$ cat src/rtl/sync_source_pkg.sv
// Shared types and constants for the sync frame source.
// Covers the FSM state encoding, the frame timing constants and the period clamp.
package sync_source_pkg;

    typedef enum logic [2:0] {
        S_IDLE,
        S_SETUP,
        S_STROBE,
        S_HOLD,
        S_WAIT
    } state_t;

    localparam int SYNC_W        = 32;
    localparam int PERIOD_W      = 16;
    localparam int STROBE_CYCLES = 2;
    localparam int HOLD_CYCLES   = 1;
    localparam int MIN_PERIOD    = 4;

    localparam int PHASE_W = 2;
    localparam logic [PHASE_W-1:0] STROBE_LAST = PHASE_W'(STROBE_CYCLES - 1);
    localparam logic [PHASE_W-1:0] HOLD_LAST   = PHASE_W'(HOLD_CYCLES - 1);

    function automatic logic [PERIOD_W-1:0] clamp_period(input logic [PERIOD_W-1:0] p);
        return (p < PERIOD_W'(MIN_PERIOD)) ? PERIOD_W'(MIN_PERIOD) : p;
    endfunction

endpackage

$ cat src/rtl/sync_period_cnt.sv
// Frame period counter: holds the clamped effective period, counts cycles since SETUP
// and raises a sticky error when a too-short period is sampled.
module sync_period_cnt
    import sync_source_pkg::*;
(
    input  logic                clk,
    input  logic                rst,
    input  logic                sample,
    input  logic                restart,
    input  logic                advance,
    input  logic                clear,
    input  logic [PERIOD_W-1:0] period_i,
    output logic                at_last,
    output logic                err_o
);

    logic [PERIOD_W-1:0] cnt;
    logic [PERIOD_W-1:0] eff_period;

    always_ff @(posedge clk or posedge rst) begin
        if (rst) begin
            cnt        <= '0;
            eff_period <= PERIOD_W'(MIN_PERIOD);
            err_o      <= 1'b0;
        end else begin
            if (sample) begin
                eff_period <= clamp_period(period_i);
                if (period_i < PERIOD_W'(MIN_PERIOD)) begin
                    err_o <= 1'b1;
                end
            end
            // cnt equals the number of cycles elapsed since the SETUP cycle
            if (clear) begin
                cnt <= '0;
            end else if (restart) begin
                cnt <= PERIOD_W'(1);
            end else if (advance) begin
                cnt <= cnt + PERIOD_W'(1);
            end
        end
    end

    assign at_last = (cnt == eff_period - PERIOD_W'(1));

endmodule

$ cat src/rtl/sync_source.sv
// Sync frame source: periodically presents a sequence word on sync_o framed by a
// two-cycle srdyo strobe with one hold cycle after the strobe falls.
module sync_source
    import sync_source_pkg::*;
(
    input  logic                Clk,
    input  logic                GlobalReset,
    input  logic                en,
    input  logic [PERIOD_W-1:0] period_i,
    input  logic [SYNC_W-1:0]   seed_i,
    input  logic                load_i,
    output logic [SYNC_W-1:0]   sync_o,
    output logic                srdyo,
    output logic                busy_o,
    output logic                err_o
);

    state_t               state;
    logic [PHASE_W-1:0]   phase;
    logic [SYNC_W-1:0]    seq;
    logic                 at_last;
    logic                 hold_done;
    logic                 setup_entry;

    sync_period_cnt u_period (
        .clk      (Clk),
        .rst      (GlobalReset),
        .sample   (setup_entry),
        .restart  (state == S_SETUP),
        .advance  (state == S_STROBE || state == S_HOLD || state == S_WAIT),
        .clear    (state == S_IDLE),
        .period_i (period_i),
        .at_last  (at_last),
        .err_o    (err_o)
    );

    // SETUP entry is decided combinationally so the word, sequence and period
    // sample all update on the same edge that moves the FSM into SETUP.
    always_comb begin
        hold_done   = (state == S_HOLD) && (phase == HOLD_LAST);
        setup_entry = en && ((state == S_IDLE) ||
                             ((hold_done || state == S_WAIT) && at_last));
    end

    always_ff @(posedge Clk or posedge GlobalReset) begin
        if (GlobalReset) begin
            state  <= S_IDLE;
            phase  <= '0;
            seq    <= '0;
            sync_o <= '0;
            srdyo  <= 1'b0;
            busy_o <= 1'b0;
        end else begin
            // load wins over the increment when both land on the SETUP edge
            if (load_i) begin
                seq <= setup_entry ? seed_i + SYNC_W'(1) : seed_i;
            end else if (setup_entry) begin
                seq <= seq + SYNC_W'(1);
            end
            if (setup_entry) begin
                sync_o <= load_i ? seed_i : seq;
            end

            case (state)
                S_IDLE: begin
                    if (setup_entry) begin
                        state  <= S_SETUP;
                        busy_o <= 1'b1;
                    end
                end
                S_SETUP: begin
                    state <= S_STROBE;
                    srdyo <= 1'b1;
                    phase <= '0;
                end
                S_STROBE: begin
                    if (phase == STROBE_LAST) begin
                        state <= S_HOLD;
                        srdyo <= 1'b0;
                        phase <= '0;
                    end else begin
                        phase <= phase + PHASE_W'(1);
                    end
                end
                S_HOLD: begin
                    if (hold_done) begin
                        if (!en) begin
                            state  <= S_IDLE;
                            busy_o <= 1'b0;
                        end else if (setup_entry) begin
                            state <= S_SETUP;
                        end else begin
                            state <= S_WAIT;
                        end
                    end else begin
                        phase <= phase + PHASE_W'(1);
                    end
                end
                S_WAIT: begin
                    if (!en) begin
                        state  <= S_IDLE;
                        busy_o <= 1'b0;
                    end else if (setup_entry) begin
                        state <= S_SETUP;
                    end
                end
                default: begin
                    state  <= S_IDLE;
                    srdyo  <= 1'b0;
                    busy_o <= 1'b0;
                end
            endcase
        end
    end

endmodule

$ cat config.mk
export PLATFORM = sky130hd
export DESIGN_NAME = sync_source
export DESIGN_NICKNAME = d
export VERILOG_FILES = /design/src/rtl/sync_source_pkg.sv /design/src/rtl/sync_period_cnt.sv /design/src/rtl/sync_source.sv
export SDC_FILE = /design/constraint.sdc
export NUM_CORES = 1
export LEC_CHECK = 0
export CORE_MARGIN = 1.5
export CORE_UTILIZATION = 54
export DETAILED_ROUTE_END_ITERATION = 6
export PLACE_DENSITY = 0.78
export SLEW_MARGIN = 0
export SYNTH_ARGS = -nofsm -noshare
export SYNTH_HDL_FRONTEND = slang
export SYNTH_HIERARCHICAL = 1
export SYNTH_SLANG_ARGS = --single-unit
$ cat constraint.sdc
create_clock -name Clk -period 4.4 [get_ports Clk]
set_clock_uncertainty 0.2 [all_clocks]
set_input_delay 0.88 -clock Clk [delete_from_list [all_inputs] [get_ports Clk]]
set_output_delay 0.88 -clock Clk [all_outputs]
set_load 0.02 [all_outputs]
After elaboration in Yosys (flattened, before gate mapping)
Cells that the tools add are included.
{"block": "totals", "wordCells": 70, "inputBits": 52, "out_inout_bits": 35, "ff_bits": 104}
{"block": "classes", "eq_ne": 10, "order_cmp": 1, "n_mux": 24, "addsub": 5, "bitwise": 2, "n_reduce_logical": 19}
{"op": "2-to-1 mux 32 bit", "count": 4}
{"op": "adder 32 x 1 -> 32 bit, second input constant", "count": 2}
{"op": "2-to-1 mux 16 bit", "count": 4}
{"op": "2-to-1 mux 3 bit", "count": 6}
{"op": "adder 16 x 1 -> 16 bit, second input constant", "count": 1}
{"op": "equality test 16 bit", "count": 1}
{"op": "< comparator 16 x 3 -> 1 bit, second input constant", "count": 1}
{"op": "subtractor 16 x 1 -> 16 bit, second input constant", "count": 1}
{"op": "one-hot mux 3 bit (5 select lines)", "count": 1}
{"op": "AND reduction 2 bit", "count": 4}
{"op": "equality test 3 x 2 -> 1 bit, second input constant", "count": 2}
{"op": "inequality test 2 bit, second input constant", "count": 3}
{"op": "one-hot mux 2 bit (3 select lines)", "count": 1}
{"op": "nonzero test 3 bit", "count": 2}
{"op": "logical OR 1 bit", "count": 4}
{"op": "2-to-1 mux 1 bit", "count": 4}
{"op": "2-to-1 mux 2 bit", "count": 2}
{"op": "one-hot mux 1 bit (4 select lines)", "count": 1}
{"op": "equality test 3 x 1 -> 1 bit, second input constant", "count": 1}
{"op": "equality test 3 bit, second input constant", "count": 1}
{"op": "logical AND 1 bit", "count": 3}
{"op": "logical NOT 3 bit", "count": 1}
{"op": "one-hot mux 1 bit (3 select lines)", "count": 1}
{"op": "AND reduction 3 bit", "count": 1}
{"op": "other kinds (8)", "count": 9}

Longest topological paths before layout
Gate-level depths: netlist (run 1).
{"block": "depth", "depth_word": 10, "mapped_depth": 14, "depth_no_buf": 13}

Modules after synthesis
Netlist (run 1), hierarchy kept.
{"module": "sync_source", "instances": 1, "seq_area_each_um2": 1776.7, "cells_per_inst": 475, "area_per_inst_um2": 4317.9}
{"module": "sync_period_cnt", "instances": 1, "seq_area_each_um2": 827.0, "cells_per_inst": 200, "area_per_inst_um2": 1941.9}

Worst setup path before layout (run 1)
No wires, ideal clock.
{"block": "synth_path", "path_kind": "flip-flop to flip-flop", "from": "register u_period.eff_period[0]", "to": "register u_period.eff_period[10]", "path_stages_with_launch": 14, "setup_slack_ns": 0.507, "path_buffers": 2, "period_less_slack_ns": 3.893, "setup_ns": 0.125, "t_required_ns": 4.075, "arrival_ns": 3.568, "cell_sequence": "dfrtp_1 inv_1 ha_1 or4b_1 or4_1 a22oi_1 o211a_1 o2111a_1 nand2b_1 a32oi_1 buf_2 inv_1 clkbuf_1 mux2_2"}
{"block": "synth_between", "elab_chain_len": 5}
{"item": "start, declared", "line": "sync_period_cnt.sv:18", "source": "logic [PERIOD_W-1:0] eff_period;"}
{"item": "start signal, assigned", "line": "sync_period_cnt.sv:23", "source": "eff_period <= PERIOD_W'(MIN_PERIOD);"}
{"item": "start signal, assigned", "line": "sync_period_cnt.sv:27", "source": "eff_period <= clamp_period(period_i);"}
{"item": "subtractor 16 x 1 -> 16 bit", "line": "sync_period_cnt.sv:43", "source": "assign at_last = (cnt == eff_period - PERIOD_W'(1));"}
{"item": "equality test 16 bit", "line": "sync_period_cnt.sv:43"}
{"item": "via at_last", "line": "sync_source.sv:21", "source": "logic at_last;"}
{"item": "logical AND 1 bit", "line": "sync_source.sv:42", "source": "((hold_done || state == S_WAIT) && at_last));"}
{"item": "logical OR 1 bit", "line": "sync_source.sv:41", "source": "setup_entry = en && ((state == S_IDLE) ||"}
{"item": "logical AND 1 bit", "line": "sync_source.sv:41"}
{"item": "via setup_entry", "line": "sync_source.sv:23", "source": "logic setup_entry;"}
The timed path passes the listed nets, and every way through them passes these cells.
A chain may end at the register's enable or synchronous reset.

Final worst setup path (run 1)
{"block": "layout_path", "from": "register u_period.eff_period[0]", "to": "register seq[17]"}
{"block": "layout_between", "elab_chain_len": 7, "elab_cells_between_ends": 8, "cone_classes": "1 x add/sub; 1 x eq/ne; 2 x mux; 4 x reduce/logical"}
{"item": "subtractor 16 x 1 -> 16 bit (*)", "line": "sync_period_cnt.sv:43"}
{"item": "equality test 16 bit (*)", "line": "sync_period_cnt.sv:43"}
{"item": "via at_last", "line": "sync_source.sv:21"}
{"item": "logical AND 1 bit (*)", "line": "sync_source.sv:42"}
{"item": "logical OR 1 bit (*)", "line": "sync_source.sv:41"}
{"item": "logical AND 1 bit (*)", "line": "sync_source.sv:41"}
{"item": "2-to-1 mux 32 bit", "line": "sync_source.sv:56", "source": "seq <= setup_entry ? seed_i + SYNC_W'(1) : seed_i;"}
{"item": "2-to-1 mux 32 bit", "line": "sync_source.sv:55", "source": "if (load_i) begin"}
{"item": "end signal, assigned", "line": "sync_source.sv:56"}
{"item": "end signal, assigned", "line": "sync_source.sv:58", "source": "seq <= seq + SYNC_W'(1);"}
{"item": "end, declared", "line": "sync_source.sv:20", "source": "logic [SYNC_W-1:0] seq;"}
The timed path passes the listed nets; every way through them passes the cells marked *.

==> results.ini, run 1 <==
[run_status]
outcome=finished, final reports clean

[synthesis]
synth_edf_count=0
synth_commonest_cells=dfrtp_1, nand2_1, mux2i_1, nor2_1, o21ai_0
synth_mux_area_frac=0.112
yosys.area.top_type_share=0.412
yosys.area_share.xor_xnor=0.122
synth_top_cell_by_area=dfrtp_1
synthCells=675
synth_top_family_by_area=simple AND/OR/NAND/NOR gates
synth.area.top_cells=dfrtp_1, mux2i_1, xor2_1, xnor2_1, nand2_1
avgSynthCellArea_sq_um=9.27
synth_fa_ha_area_frac=0.0140
synth_cell_types=52
synth-seq-cells=104
synthFlopType=dfrtp_1
synth_compound_area_frac=0.0853
syn_area_sq_mm=0.00626
synth_warnings=6
syn_nets=734
synth-simple-area-share=0.223
seq_area_frac_synth=0.416
ys_async_sr_fraction=1.00
yosys.cell_count.top_type=dfrtp_1

[worst_setup_path]
cp-end-kind=flip-flop
crit_arrival_ps=4220
required_ps=4390
path_buf_inv=1
slowest_stage=or4b_4
path_class=reg2reg
cp_max_fo=10
max_stage_delay_ps=600
crit_chain=inv_1 -> ha_1 -> or4b_4 -> or4_1 -> a22oi_1 -> o211a_1 -> o2111a_2 -> nand2b_2 -> a32oi_4 -> or4b_4 -> or2_0 -> xor2_1 -> a21oi_1
critical_path.top_delay_family=simple AND/OR/NAND/NOR gates
cp_common_cell=or4b_4
start_kind=flip-flop

[grt]
antenna_found_initial=0
first_global_vias=5235
grt_max_degree=76
grt_overflow=0
track_usage=0.255
grt_pass1_wl_microns=25500

[timing]
hold_viol_final=0
whs_ps=264
setup_viol=0
period_share=0.961
setup_ws_ps=171
fmax_mhz=236
relSlewSlack=0.305
tightest_slew_ps=1040
tns_ps=0
drv_slew=0
rsz0062_at_grt=no
fin_crit_ps=4230

[power_and_ir_drop]
p_per_area_mw_per_mm2=520
p_leak_nw=3.13
max-vdd-ir-drop_v=0.000358
finalPower_mw=3.95

[routing]
route.detailed.drc=0
dr.pass1.iters=5
wl_per_cell_microns=16.6
viasPerCell=5.85
wl_microns=14900
drt.antenna.violating_nets=0
dr_total_vias=5256
drtIter0Drc=332

[floorplanning]
ioPinCount=87
die_h_microns=111
dieArea_sq_mm=0.0122
die_w_microns=111
initial_core_util=0.551
core-area_sq_mm=0.0114
rows=39

[final_layout]
antennaDiodeCount=0
fillers=924
nets=809
syn_to_final_growth_pct=21.3
final_cell_area_sq_mm=0.00759
stdcell_count=898
drive_gt1_frac=0.0834
multi_input_area_sq_mm=0.00352
fin_util=0.668
regArea_sq_mm=0.00260

[placed_design]
pre_cts_ws_ps=-21.0
place_congestion=0.904
dpl_cell_area_sq_mm=0.00726
dpl.hpwl_microns=11000
port_buffers=86
place_inst=882

[min_path]
holdCritPathClass=reg2reg

[clock_tree]
root_buffer=clkbuf_16
clock_path_buffers=2
cts_made_buffers=9
insertion_delay_ps=360
htree_num_levels=3
cts.clk_slew.worst_paths_ps=70
cts_tree=done
cts_sinks=104

[run]
cap_violations=0

==> sequential cells by signal, indices dropped and copies added, names as in the netlist, 2 cells and up <==
| register | cells |
|---|---|
| seq | 32 |
| sync_o | 32 |
| u_period/cnt | 16 |
| u_period/eff_period | 16 |
| state | 3 |
| phase | 2 |
==> logic make-up (layout without fill, tap and decap cells) <==
group | count (synthesis) | count (layout)
mux | 67 | 67
buf+inv | 45 | 125
flops | 104 | 104
compound gates | 91 | 91
fa+ha+maj | 7 | 7
simple gates | 274 | 274
xor+xnor | 87 | 87
==> final timing paths <==
| path | startpoint | to | slack, ps | cells after the start |
|---|---|---|---|---|
| max | u_period/eff_period[0] | seq[17] | 170 | 13 |
| min | u_period/err_o | u_period/err_o | 260 | 1 |
| max reg2reg | u_period/eff_period[0] | seq[17] | 170 | 13 |
| min reg2reg | u_period/err_o | u_period/err_o | 260 | 1 |
| max in group asynchronous | GlobalReset | phase[1] | 2830 | 3 |
| min in group asynchronous | GlobalReset | sync_o[5] | 580 | 2 |
==> layout by cell type, fill, tap and decap left out, drive strengths merged, types with 4 or more instances in the layout <==
master / synthesis / routed
nor3: 19 / 19
mux2i: 53 / 53
clkbuf: 23 / 10
o31ai: 4 / 4
dfrtp: 103 / 103
xor2: 46 / 46
or4: 8 / 8
and3: 13 / 13
nand2: 83 / 83
or3: 9 / 9
o21ai: 48 / 48
and2: 4 / 4
ha: 7 / 7
inv: 16 / 17
nor4: 13 / 13
buf: 6 / 8
nand3: 23 / 23
a21o: 5 / 5
nand2b: 8 / 8
or2: 9 / 9
nand4: 22 / 22
mux2: 13 / 13
nor2: 51 / 51
xnor2: 41 / 41
a21oi: 17 / 17
clkdlybuf4s50: 0 / 85
==> where the power goes <==
group | total, mW | leakage [nW] | switching (mW) | internal, mW
registers | 1.56 | 1.28 | 0.308 | 1.25
clock network | 0.825 | 0.145 | 0.366 | 0.458
logic | 1.57 | 1.71 | 0.844 | 0.725
==> what timing repair did <==
item,4_1_cts,5_1_grt
buffers inserted,0,0
resized for setup,1,7
gates cloned,0,0
hold buffers,0,0
pin swaps,0,1
setup endpoints to repair,3,48
==> per-layer routing <==
metal / GRT usage / share of wire
met1: 0.344 / 0.44
met2: 0.412 / 0.49
met3: 0.0656 / 0.059
met4: 0.0684 / 0.015
met5: 0 / 0
==> layout make-up <==
| class | instances | share of cell area |
|---|---|---|
| Clock inverter | 6 | 0.00890 |
| Tap cell | 143 | 0.0236 |
| Sequential cell | 104 | 0.343 |
| Timing Repair Buffer | 93 | 0.122 |
| Multi-Input combinational cell | 526 | 0.464 |
| Inverter | 16 | 0.00791 |
| Clock buffer | 10 | 0.0315 |
Power figures use the tool's default switching activity.
==> inputs of run 2 (changes only) <==
- CORE_ASPECT_RATIO: not set -> 0.5
==> results.ini, run 2 (synthesis results as in run 1) <==
[run_status]
outcome=finished, final reports clean

[routing]
drt.antenna.violating_nets=0  ; unchanged
wl_per_cell_microns=16.1  ; -3.2%
drtIter0Drc=300  ; -9.6%
wl_microns=14600  ; -2.3%
route.detailed.drc=0  ; unchanged
dr_total_vias=5214  ; -0.80%
dr.pass1.iters=5  ; unchanged
viasPerCell=5.75  ; -1.7%

[clock_tree]
insertion_delay_ps=350  ; about the same
cts.clk_slew.worst_paths_ps=70  ; about the same
clock_path_buffers=2  ; unchanged
cts_sinks=104  ; unchanged
root_buffer=clkbuf_16
cts_tree=done
htree_num_levels=3  ; unchanged
cts_made_buffers=9  ; unchanged
cts_hold_buf=0  ; unchanged

[worst_setup_path]
required_ps=4390  ; about the same
rr_worst_depth=13  ; unchanged
crit_end=seq[17]
cp-end-kind=flip-flop
rr_startpoint=u_period/eff_period[0]
r2r_slack_ps=220  ; +50 ps
worstSetupStartpoint=u_period/eff_period[0]
start_kind=flip-flop
path_class=reg2reg
crit_arrival_ps=4160  ; -60 ps
worst_r2r_endpoint=seq[17]
cp_max_fo=6  ; -4

[timing]
fmax_mhz=239  ; +1.2%
relSlewSlack=0.276  ; -0.0294
period_share=0.950  ; -0.0116
setup_viol=0  ; unchanged
tns_ps=0  ; unchanged
tightest_slew_ps=1090  ; +44.2 ps
setup_ws_ps=222  ; +50.8 ps
whs_ps=263  ; -0.766 ps
fin_crit_ps=4180  ; -50.8 ps
hold_viol_final=0  ; unchanged
drv_slew=0  ; unchanged

[floorplanning]
core-area_sq_mm=0.0111  ; -1.9%
rows=27  ; -31%
die_h_microns=79.1  ; -28%
dieArea_sq_mm=0.0123  ; +0.32%
die_w_microns=155  ; +40%
ioPinCount=87  ; unchanged
initial_core_util=0.562  ; +0.0109

[power_and_ir_drop]
p_per_area_mw_per_mm2=519  ; -0.19%
max-vdd-ir-drop_v=0.000217  ; -39%
finalPower_mw=3.97  ; +0.62%
p_leak_nw=3.17  ; +1.2%

[final_layout]
nets=815  ; +0.74%
syn_to_final_growth_pct=22.3
layout_common_cells=dfrtp_1, clkdlybuf4s50_1, nand2_1, mux2i_1, nor2_1
stdcell_count=906  ; +0.89%
layout_commonest_cell=dfrtp_1
fillers=898  ; -2.8%
antennaDiodeCount=0  ; unchanged
top_regs=seq x32, sync_o x32
drive_gt1_frac=0.0867  ; +0.00328

[grt]
antenna_found_initial=0  ; unchanged
grt_max_degree=76  ; unchanged
first_global_vias=5140  ; -1.8%
grt_overflow=0  ; unchanged
grt_pass1_wl_microns=24900  ; -2.6%
track_usage=0.253  ; -0.00200

[placed_design]
port_buffers=86  ; unchanged
dpl.hpwl_microns=10800  ; -2.5%
pre_cts_ws_ps=-81.7  ; -60.7 ps
place_inst=889  ; +0.79%
place_congestion=0.871  ; -3.6%

[run]
cap_violations=0  ; unchanged

[min_path]
holdCritPathClass=reg2reg

## run 2: area by class of cell
class,instances,area (sq um),area share
Timing Repair Buffer,99,956,0.125
Tap cell,145,181,0.0237
Inverter,16,60.1,0.00784
Sequential cell,104,2600,0.340
Multi-Input combinational cell,526,3530,0.462
Clock inverter,6,92.6,0.0121
Clock buffer,10,229,0.0299
## run 2: per-layer routing
layer  track usage  vias to the layer above  part of all wire
met3        0.0508                       26             0.043
li1              -                     2530                 -
met5             0                        -                 0
met2         0.442                      120              0.49
met4        0.0619                        0             0.016
met1         0.327                     2538              0.45
## run 2: repair_timing
item / 4_1_cts / 5_1_grt
endpoints found under the setup margin: 4 / 19
pin swaps: 0 / 1
gates resized for setup: 1 / 6
setup buffers: 0 / 1
## run 2: worst min-delay path by stage
| stage | end | from | cells after the start |
|---|---|---|---|
| after global placement | u_period/err_o | u_period/err_o | 1 |
| after floorplan | u_period/eff_period[2] | u_period/eff_period[2] | 2 |
| after detailed placement | u_period/err_o | u_period/err_o | 1 |
| after global routing | u_period/err_o | u_period/err_o | 1 |
| final | u_period/err_o | u_period/err_o | 1 |
| after CTS | u_period/err_o | u_period/err_o | 1 |
## run 2: worst max-delay path, cell delays in order, from the launching register on
cell	delay, ps
dfrtp_1	410
inv_1	90
ha_1	190
or4b_1	570
or4_1	500
a22oi_1	170
o211a_1	180
o2111a_2	230
nand2b_1	220
a32oi_4	180
or4b_1	610
or2_0	250
xor2_1	140
a21oi_1	90
## run 2: report_power, final
group / internal, mW / switching [mW] / leakage (nW) / total [mW]
Clock: 0.502 / 0.366 / 0.149 / 0.868
Sequential: 1.25 / 0.297 / 1.28 / 1.54
Combinational: 0.734 / 0.827 / 1.74 / 1.56
## run 2: per-stage QoR
stage,util,cell area [sq um]
after CTS,0.684,7620
after detailed placement,0.654,7290
after global placement,0.654,7290
after global routing,0.687,7660
final,0.687,7660
after floorplan,-,6260
